**src/rtl/rx_deflush_fifo.sv**
```systemverilog
// rx_deflush_fifo: elastic FWFT buffer between the RX deflusher and consumer.
// Stores {error, data} words; reports fill level, almost-full and overflow.
`ifndef UNITWIDTH
`define UNITWIDTH 8
`endif
`ifndef LANENUMBER
`define LANENUMBER 4
`endif

module rx_deflush_fifo #(
  parameter int DATA_WIDTH  = `UNITWIDTH*`LANENUMBER,
  parameter int ADDR_WIDTH  = 4,
  parameter int AFULL_LEVEL = 12
) (
  input  logic                  clk,
  input  logic                  reset_n,
  input  logic                  in_enable,
  input  logic [DATA_WIDTH-1:0] in_rxdata,
  input  logic                  in_rxdata_valid,
  input  logic                  in_rxdata_error,
  output logic [DATA_WIDTH-1:0] out_rxdata,
  output logic                  out_rxdata_valid,
  output logic                  out_rxdata_error,
  input  logic                  out_rxdata_ready,
  output logic                  in_afull,
  output logic [ADDR_WIDTH:0]   fill_level,
  output logic                  overflow,
  output logic [7:0]            overflow_count,
  input  logic                  clr_overflow
);

  localparam int DEPTH = 2**ADDR_WIDTH;
  localparam logic [ADDR_WIDTH:0] FULL_L  = (ADDR_WIDTH+1)'(DEPTH);
  localparam logic [ADDR_WIDTH:0] AFULL_L = (ADDR_WIDTH+1)'(AFULL_LEVEL);

  logic [DATA_WIDTH:0]   mem [DEPTH];
  logic [ADDR_WIDTH-1:0] wr_ptr;
  logic [ADDR_WIDTH-1:0] rd_ptr;
  logic                  push;
  logic                  pop;
  logic                  full;
  logic                  wr_en;
  logic                  drop;

  assign push  = in_enable & in_rxdata_valid;
  assign pop   = out_rxdata_valid & out_rxdata_ready;
  assign full  = (fill_level == FULL_L);
  // a pop frees the slot the same cycle, so full+pop still accepts
  assign wr_en = push & (~full | pop);
  assign drop  = push & full & ~pop;

  assign out_rxdata_valid = (fill_level != '0);
  assign out_rxdata       = mem[rd_ptr][DATA_WIDTH-1:0];
  assign out_rxdata_error = mem[rd_ptr][DATA_WIDTH];
  assign in_afull         = (fill_level >= AFULL_L);

  always_ff @(posedge clk) begin
    if (wr_en && reset_n) begin
      mem[wr_ptr] <= {in_rxdata_error, in_rxdata};
    end
  end

  always_ff @(posedge clk) begin
    if (!reset_n) begin
      wr_ptr     <= '0;
      rd_ptr     <= '0;
      fill_level <= '0;
    end else begin
      if (wr_en) begin
        wr_ptr <= wr_ptr + ADDR_WIDTH'(1);
      end
      if (pop) begin
        rd_ptr <= rd_ptr + ADDR_WIDTH'(1);
      end
      unique case ({wr_en, pop})
        2'b10:   fill_level <= fill_level + (ADDR_WIDTH+1)'(1);
        2'b01:   fill_level <= fill_level - (ADDR_WIDTH+1)'(1);
        default: fill_level <= fill_level;
      endcase
    end
  end

  always_ff @(posedge clk) begin
    if (!reset_n) begin
      overflow       <= 1'b0;
      overflow_count <= 8'd0;
    end else if (drop) begin
      // a drop coincident with a clear restarts the count at one
      overflow <= 1'b1;
      if (clr_overflow) begin
        overflow_count <= 8'd1;
      end else if (overflow_count != 8'hff) begin
        overflow_count <= overflow_count + 8'd1;
      end
    end else if (clr_overflow) begin
      overflow       <= 1'b0;
      overflow_count <= 8'd0;
    end
  end

endmodule

```
**config.mk**
```make
export PLATFORM = sky130hd
export DESIGN_NAME = rx_deflush_fifo
export DESIGN_NICKNAME = d
export VERILOG_FILES = /design/src/rtl/rx_deflush_fifo.sv
export SDC_FILE = /design/constraint.sdc
export NUM_CORES = 1
export LEC_CHECK = 0
export ABC_AREA = 0
export BUFFER_PORTS_ARGS = -buffer_cell sky130_fd_sc_hd__buf_2
export CORE_MARGIN = 2
export CORE_UTILIZATION = 30
export DETAILED_ROUTE_END_ITERATION = 10
export PLACE_DENSITY = 0.49
export SETUP_SLACK_MARGIN = 0.02
export SLEW_MARGIN = 10
export SYNTH_ARGS = -nofsm -noshare
export SYNTH_HDL_FRONTEND = slang
export SYNTH_SLANG_ARGS = --single-unit
```
**constraint.sdc**
```tcl
create_clock -name clk -period 7.29 [get_ports clk]
set_input_delay 1.458 -clock clk [delete_from_list [all_inputs] [get_ports clk]]
set_output_delay 1.458 -clock clk [all_outputs]
set_load 0.01 [all_outputs]
```
==> flow_summary.ini, run 1 <==
[status]
status = complete, no violations

[synth]
syn_inst = 908
async_flop_share_pct = 0
synth_top_flop_cell = edfxtp_1
synth_seq_cells = 554
netlist.area_leader.share_pct = 74.6
syn-num-nets = 955
synth_warnings = 0
synth_top_area_cell = edfxtp_1
synthTopCellsByCount = edfxtp_1, mux4_2, nor2_1, dfxtp_1, clkbuf_1
ys_types = 50
ys_seq_area_share_pct = 77.0
synth_most_common_cell = edfxtp_1
syn_avg_cell_area_sq_um = 23.4
synth-edff-count = 528
synthesis.area_sq_mm = 0.0213
synthTopCellsByArea = edfxtp_1, mux4_2, dfxtp_1

[worst_setup_path]
path_buf_inv = 2
worst-r2r-setup-slack_ns = 4.31
critPathKind = reg -> out
arrival_ns = 3.37
worstPathMaxFanout = 37
cp_top_family = multiplexers
crit_path_end = out_rxdata[31]
end_kind = output port
crit_chain = buf_4 > mux4_2 > mux4_2 > buf_2
cpPeakStageDelay_ns = 0.72
r2r_cells = 5
cpMostUsedCell = mux4_2
reg2reg_to = mem[2][32]$_DFFE_PP_
slowest_stage = buf_4
worstPathRequired_ns = 5.83
start_kind = flop
path_depth = 4
reg2reg_from = fill_level[2]$_SDFFE_PN0P_

[sta]
min_period_ns = 4.83
worst_slack_ns = 2.46
hold_viol_final = 0
slew-limit-headroom_pct = 33.8
rsz0062_at_grt = false
tns_ns = 0
finClkSkew_ns = 0.0252
setup_viol = 0
tightest_slew_ns = 0.993
fmax_mhz = 207
drv_slew = 0
min_period_over_period_pct = 66.2

[clocking]
clockRootBuffer = clkbuf_16
insertion_delay_ns = 0.64
clk_pin_slew_worst_paths_ns = 0.06
cts_sinks = 554
cts_tree = yes
holdBufCountCts = 0
post_cts_buffers = 0
cts_buffer_depth = 3
cts_buffers = 59
h-tree-depth = 2
cts_resized = 0

[pwr]
ir_worst_vdd_mv = 0.188
finalPower_uw = 7760
p_leak_uw = 0.00751
powerDensity_mw_per_mm2 = 314

[placement]
place_ws_ns = 2.96
dp_cells = 1911
dp_hpwl_mm = 23.6
port_buffers = 87
dpl_cell_area_sq_mm = 0.0229
gp_congestion = 0.715

[grt]
grt_pass1_wl_mm = 72.1
antenna_found_initial = 5
grt_pass1_vias = 10400
grt_max_degree = 114
overflow = 0
grtUsageTotal_pct = 13.5

[die]
ios = 88
rows = 97
die_h_um = 270
core_sq_mm = 0.0701
die_x_um = 270
die_area_sq_mm = 0.0730
start_util_pct = 30.3

[finish]
fin_area_sq_mm = 0.0247
layout-drive-gt1-share_pct = 34.9
area_delta_synth_final_pct = 16.4
final_net_count = 1079
final_cell_count_no_fill = 2018
num_antenna_cells = 0

[route]
drt_pass1_iterations = 4
vias_per_cell = 4.78
wirelength_mm = 48.9
drt_iter0_markers = 635
drc = 0
via_count = 9651
routedWlPerCell_um = 24.3
ant_nets = 0

[job]
drv_cap = 0

[worst_hold_path]
holdCritPathClass = reg -> reg
[final cells by class]
cell class	instances	area, sq um
Fill cell	6587	45400
Sequential cell	554	16400
Timing Repair Buffer	107	611
Clock inverter	34	284
Clock buffer	73	1530
Multi-Input combinational cell	303	4730
Tap cell	940	1180
Inverter	7	26.3
[flip-flops by register name, summed over array words and instances, names as in the netlist, named ones only]
register / cells
overflow_count: 8
rd_ptr: 4
wr_ptr: 4
overflow: 1
fill_level: 5
mem: 528
[logic make-up after synthesis]
logic type,synth area share (%)
flip-flops,77.0
AO/OA/AOI/OAI,1.15
adder cells (fa/ha/maj),0.471
multiplexers,17.8
XOR/XNOR,0.247
AND/OR/NAND/NOR,1.99
buffers and inverters,1.30
[stage by stage]
step / utilization [%] / hold slack (ns)
3_5_place_dp: 32.7 / 0.468
6_report: 35.3 / 0.473
5_1_grt: 35.3 / 0.494
3_3_place_gp: 32.7 / 0.460
4_1_cts: 35.3 / 0.480
2_1_floorplan: - / 0.493
[worst min path at each step]
stage | from | end | slack (ns) | cells past startpoint
finish | overflow$_SDFFE_PN0P_ | overflow$_SDFFE_PN0P_ | 0.47 | 2
CTS | overflow$_SDFFE_PN0P_ | overflow$_SDFFE_PN0P_ | 0.48 | 2
detailed placement | overflow$_SDFFE_PN0P_ | overflow$_SDFFE_PN0P_ | 0.47 | 2
global route | overflow$_SDFFE_PN0P_ | overflow$_SDFFE_PN0P_ | 0.49 | 2
floorplan | overflow$_SDFFE_PN0P_ | overflow$_SDFFE_PN0P_ | 0.49 | 2
global placement | overflow$_SDFFE_PN0P_ | overflow$_SDFFE_PN0P_ | 0.46 | 2
[tightest hold or removal path: cells and delay by family, from the launching register on]
family | cells | cell delay [ns]
flip-flops | 1 | 0.31
AND/OR/NAND/NOR | 1 | 0.06
AO/OA/AOI/OAI | 1 | 0.06
[cells in the final DEF, fill, tap and decap left out, types with 8 or more instances in the layout]
master | synthesis | final
clkbuf_16 | 0 | 59
clkbuf_1 | 19 | 14
ha_1 | 8 | 8
clkinv_1 | 0 | 17
edfxtp_1 | 528 | 528
buf_2 | 8 | 87
nand2_1 | 15 | 15
dfxtp_1 | 26 | 22
buf_4 | 0 | 18
nand3_1 | 11 | 11
nor2_1 | 27 | 11
nor2_4 | 0 | 16
mux4_2 | 165 | 165
[power by group]
part           total [uW]  switching (uW)  leakage (uW)  internal, uW
registers            3610            91.8       0.00496          3520
clock network        2820            1230      0.000872          1590
logic                1330             605       0.00167           721
[per-layer routing]
metal	share of wire [%]	global-route usage [%]	up-vias	routed length, um
met3	4.5	2.60	75	2210
li1	-	-	4147	-
met4	2.0	3.58	8	972
met2	48	22.0	199	23600
met5	0.11	0	-	55
met1	45	18.5	5222	22100
Power figures use the tool's default switching activity.
==> run 2: changes to the inputs <==
==> constraint.sdc (replaced) <==
create_clock -name clk -period 5.1 [get_ports clk]
set_input_delay 1.02 -clock clk [delete_from_list [all_inputs] [get_ports clk]]
set_output_delay 1.02 -clock clk [all_outputs]
set_load 0.01 [all_outputs]
==> run 2 against run 1 <==
  * Clock-buffer cell count down 4
  * Clock skew down 0.0047 ns
  * First-iteration DRC count up 21%
  * Highest routed layer unchanged
  * Global-route usage down 0.087 points
  * Non-clock buffer count up 5
  * Critical path type unchanged
==> flow_summary.ini, run 2 (synthesis gave the netlist of run 1 again) <==
[route]
drt_pass1_iterations = 5
vias_per_cell = 4.79
via_count = 9684
ant_nets = 0
routedWlPerCell_um = 24.0
wirelength_mm = 48.5
drt_iter0_markers = 767
drc = 0

[finish]
layout_commonest_cell = edfxtp_1
nFillCells = 6541
reg.largest.list = mem: 528 flops, overflow_count: 8 flops, fill_level: 5 flops
area_delta_synth_final_pct = 17.3
final_cell_mix = edfxtp_1, mux4_2, buf_2
num_antenna_cells = 0
fin_util_pct = 35.6
layout-drive-gt1-share_pct = 36.0
fin_area_sq_mm = 0.0249
largest_reg_flops = 528
top_register = mem
final_net_count = 1082

[clocking]
holdBufCountCts = 0
cts_resized = 0
h-tree-depth = 2
cts_tree = yes
post_cts_buffers = 0
insertion_delay_ns = 0.62
clockRootBuffer = clkbuf_16
cts_buffer_depth = 3
cts_sinks = 554
cts_buffers = 57
clk_pin_slew_worst_paths_ns = 0.06

[pwr]
p_leak_uw = 0.00760
finalPower_uw = 11400
ir_worst_vdd_mv = 0.236
powerDensity_mw_per_mm2 = 456

[worst_hold_path]
whs_path_depth = 2
min_to = overflow$_SDFFE_PN0P_
holdCritPathClass = reg -> reg
hp-start = overflow$_SDFFE_PN0P_

[grt]
antenna_found_initial = 2
grt_pass1_wl_mm = 71.8
grt_max_degree = 52
grtUsageTotal_pct = 13.4
grt_pass1_vias = 10400
overflow = 0

[die]
die_area_sq_mm = 0.0730
ios = 88
die_h_um = 270
start_util_pct = 30.3
die_x_um = 270
rows = 97
core_sq_mm = 0.0701

[job]
drv_cap = 0

[worst_setup_path]
worst-r2r-setup-slack_ns = 2.00
reg2reg_to = mem[4][29]$_DFFE_PP_
worstPathRequired_ns = 4.08
end_kind = output port
critPathKind = reg -> out
start_kind = flop
reg2reg_from = fill_level[2]$_SDFFE_PN0P_
arrival_ns = 3.18
worstPathMaxFanout = 47
r2r_cells = 5

[placement]
dpl_cell_area_sq_mm = 0.0230
gp_congestion = 0.729
dp_hpwl_mm = 26.8
port_buffers = 87

[sta]
tightest_slew_ns = 1.02
setup_viol = 0
min_period_over_period_pct = 82.4
min_period_ns = 4.20
fmax_mhz = 238
finClkSkew_ns = 0.0205
hold_viol_final = 0
fin_worst_hold_slack_ns = 0.476
slew-limit-headroom_pct = 31.8
tns_ns = 0
rsz0062_at_grt = false
drv_slew = 0

[status]
status = complete, no violations
run 2: changes by cell type in the layout (fill, tap and decap cells not counted), moves of 3 or more:
cell,change
bufinv_16,+5
clkinv_1,-6
buf_12,+6
clkbuf_1,-3
clkinv_4,-3
clkinv_2,+7
run 2: critical path: stages (launching register included):
cell	delay (ns)
dfxtp_4	0.80
buf_12	0.42
mux4_2	0.57
mux4_2	0.51
buf_2	0.16
run 2: how the worst max path moves through the flow:
stage	slack (ns)	to	cells after the start	from
floorplan	1.66	mem[12][0]$_DFFE_PP_	4	in_enable
global placement	1.39	mem[4][26]$_DFFE_PP_	6	out_rxdata_ready
detailed placement	1.33	mem[4][27]$_DFFE_PP_	6	out_rxdata_ready
CTS	0.76	out_rxdata[29]	4	flop
global route	0.67	out_rxdata[9]	4	flop
finish	0.90	out_rxdata[11]	4	flop
run 2: metal layers:
metal	share of wire (%)	GRT usage, %	vias up
li1	-	-	4147
met1	45	18.7	5264
met2	49	21.9	204
met3	3.7	2.14	67
met4	1.8	3.55	2
met5	0.023	0	-
run 2: through the flow:
step	cells	worst slack (ns)
2_1_floorplan	908	1.66
3_3_place_gp	1916	1.39
3_5_place_dp	1916	1.33
4_1_cts	2022	0.757
5_1_grt	2022	0.669
6_report	2022	0.900
run 2: final cells by class:
class / instances / area [sq um] / share of cell area [%]
flip-flops and latches: 554 / 16400 / 65.7
multi-input cells: 303 / 4730 / 19.0
clock buffers: 69 / 1490 / 5.98
well taps: 940 / 1180 / 4.72
repair buffers: 112 / 723 / 2.90
clock inverters: 37 / 409 / 1.64
inverters: 7 / 26.3 / 0.105
run 2: power by group:
part           internal [uW]  total (uW)  switching [uW]
clock network           2490        4220            1730
logic                   1070        1960             887
registers               5030        5200             166
total                   8590       11400            2780
==> run 3: changes to the inputs <==
--- a/config.mk
+++ b/config.mk
@@ -10,7 +10,7 @@
 export CORE_MARGIN = 2
 export CORE_UTILIZATION = 30
 export DETAILED_ROUTE_END_ITERATION = 10
-export PLACE_DENSITY = 0.49
+export PLACE_DENSITY = 0.5
 export SETUP_SLACK_MARGIN = 0.02
 export SLEW_MARGIN = 10
 export SYNTH_ARGS = -nofsm -noshare
==> constraint.sdc (replaced) <==
create_clock -name clk -period 3.5 [get_ports clk]
set_input_delay 0.7 -clock clk [delete_from_list [all_inputs] [get_ports clk]]
set_output_delay 0.7 -clock clk [all_outputs]
set_load 0.01 [all_outputs]
==> run 3 against run 2 <==
  * Register-to-register slack worse by 0.99 ns
  * Core utilization rose by 0.46 points
  * Via count up 1.8%
  * Clock-buffer cell count shrank 2
  * Clock power rose by 45%
  * Die area stayed put
==> flow_summary.ini, run 3 (synthesis gave the netlist of run 1 again) <==
[route]
wirelength_mm = 50.1
via_count = 9861
drt_iter0_markers = 854
drc = 0
drt_pass1_iterations = 5
routedWlPerCell_um = 24.6
vias_per_cell = 4.83
ant_nets = 0

[die]
rows = 97
core_sq_mm = 0.0701
die_h_um = 270
die_x_um = 270
ios = 88
start_util_pct = 30.3
die_area_sq_mm = 0.0730

[finish]
layout-drive-gt1-share_pct = 36.7
layout_commonest_cell = edfxtp_1
area_delta_synth_final_pct = 18.9
final_cell_mix = edfxtp_1, mux4_2, buf_2
fin_util_pct = 36.0
top_register = mem
num_antenna_cells = 0
largest_reg_flops = 528
reg.largest.list = mem: 528 flops, overflow_count: 8 flops, fill_level: 5 flops
final_net_count = 1100

[worst_setup_path]
worst-r2r-setup-slack_ns = 1.01
crit_chain = buf_12 > mux4_2 > mux4_2 > buf_2
reg2reg_to = mem[15][19]$_DFFE_PP_
r2r_cells = 4
arrival_ns = 2.62
critPathKind = reg -> out
start_kind = flop
worstPathMaxFanout = 39
cpMostUsedCell = mux4_2
slowest_stage = mux4_2
end_kind = output port
reg2reg_from = fill_level[2]$_SDFFE_PN0P_
worstPathRequired_ns = 2.80
cpPeakStageDelay_ns = 0.55
crit_path_end = out_rxdata[29]

[grt]
overflow = 0
grtUsageTotal_pct = 13.8
grt_max_degree = 40
grt_pass1_vias = 10500
grt_pass1_wl_mm = 73.5
antenna_found_initial = 6

[sta]
tightest_slew_ns = 0.750
setup_viol = 0
min_period_over_period_pct = 95.0
min_period_ns = 3.32
fmax_mhz = 301
rsz0062_at_grt = false
drv_slew = 0
hold_viol_final = 0
tns_ns = 0
finClkSkew_ns = 0.00781
slew-limit-headroom_pct = 49.9

[placement]
gp_congestion = 0.725
dp_hpwl_mm = 26.5
port_buffers = 87

[job]
drv_cap = 0

[clocking]
cts_resized = 0
insertion_delay_ns = 0.60
cts_tree = yes
cts_buffers = 57
clockRootBuffer = clkbuf_16
cts_sinks = 554
post_cts_buffers = 1
cts_buffer_depth = 3
clk_pin_slew_worst_paths_ns = 0.06
h-tree-depth = 2
holdBufCountCts = 0

[status]
status = complete, no violations

[pwr]
powerDensity_mw_per_mm2 = 656
ir_worst_vdd_mv = 0.361
p_leak_uw = 0.00774

[worst_hold_path]
holdCritPathClass = in -> reg
-- run 3: area by class of cell --
class / count / area [sq um]
sequential: 554 / 16400
clock inverter: 39 / 390
inverter: 7 / 26.3
clock buffer: 67 / 1510
tap: 940 / 1180
fill: 6500 / 44900
timing repair buffer: 130 / 1050
multi-input combinational: 303 / 4730
-- run 3: metal layers --
metal | up-vias | part of all wire (%) | track usage, %
li1 | 4182 | - | -
met1 | 5359 | 44 | 18.8
met2 | 244 | 50 | 23.0
met3 | 70 | 4.8 | 2.65
met4 | 6 | 1.6 | 3.29
met5 | - | 0.088 | 0
-- run 3: stage by stage --
| stage | area [sq um] | cells | hold slack [ns] | setup WS (ns) | power (uW) |
|---|---|---|---|---|---|
| 6_report | 25300 | 2040 | 0.404 | 0.176 | 16600 |
| 4_1_cts | 25300 | 2040 | 0.364 | 0.0795 | 16900 |
| 2_1_floorplan | 21300 | 908 | 0.493 | 0.383 | 9800 |
| 5_1_grt | 25300 | 2040 | 0.403 | 0.0662 | 17300 |
| 3_5_place_dp | 23400 | 1933 | 0.475 | 0.662 | 10700 |
| 3_3_place_gp | 23400 | 1933 | 0.460 | 0.665 | 10700 |
-- run 3: power breakdown --
| part | leakage, uW | switching (uW) | internal [uW] |
|---|---|---|---|
| Sequential | 0.00496 | 129 | 7330 |
| Clock | 0.000924 | 2490 | 3650 |
| Combinational | 0.00185 | 1370 | 1620 |
-- run 3: how the worst min path moves through the flow --
stage               slack, ns                  start                     to  depth (start not counted)
finish                   0.40           clr_overflow  overflow$_SDFFE_PN0P_                          3
CTS                      0.36           clr_overflow  overflow$_SDFFE_PN0P_                          3
global placement         0.46  overflow$_SDFFE_PN0P_  overflow$_SDFFE_PN0P_                          2
global route             0.40           clr_overflow  overflow$_SDFFE_PN0P_                          3
floorplan                0.49  overflow$_SDFFE_PN0P_  overflow$_SDFFE_PN0P_                          2
detailed placement       0.47  overflow$_SDFFE_PN0P_  overflow$_SDFFE_PN0P_                          2
-- run 3: critical path, delay by kind of cell, from the launching register on --
family / cells / cell delay, ns
flops: 1 / 0.42
buf+inv: 2 / 0.49
mux: 2 / 1.08
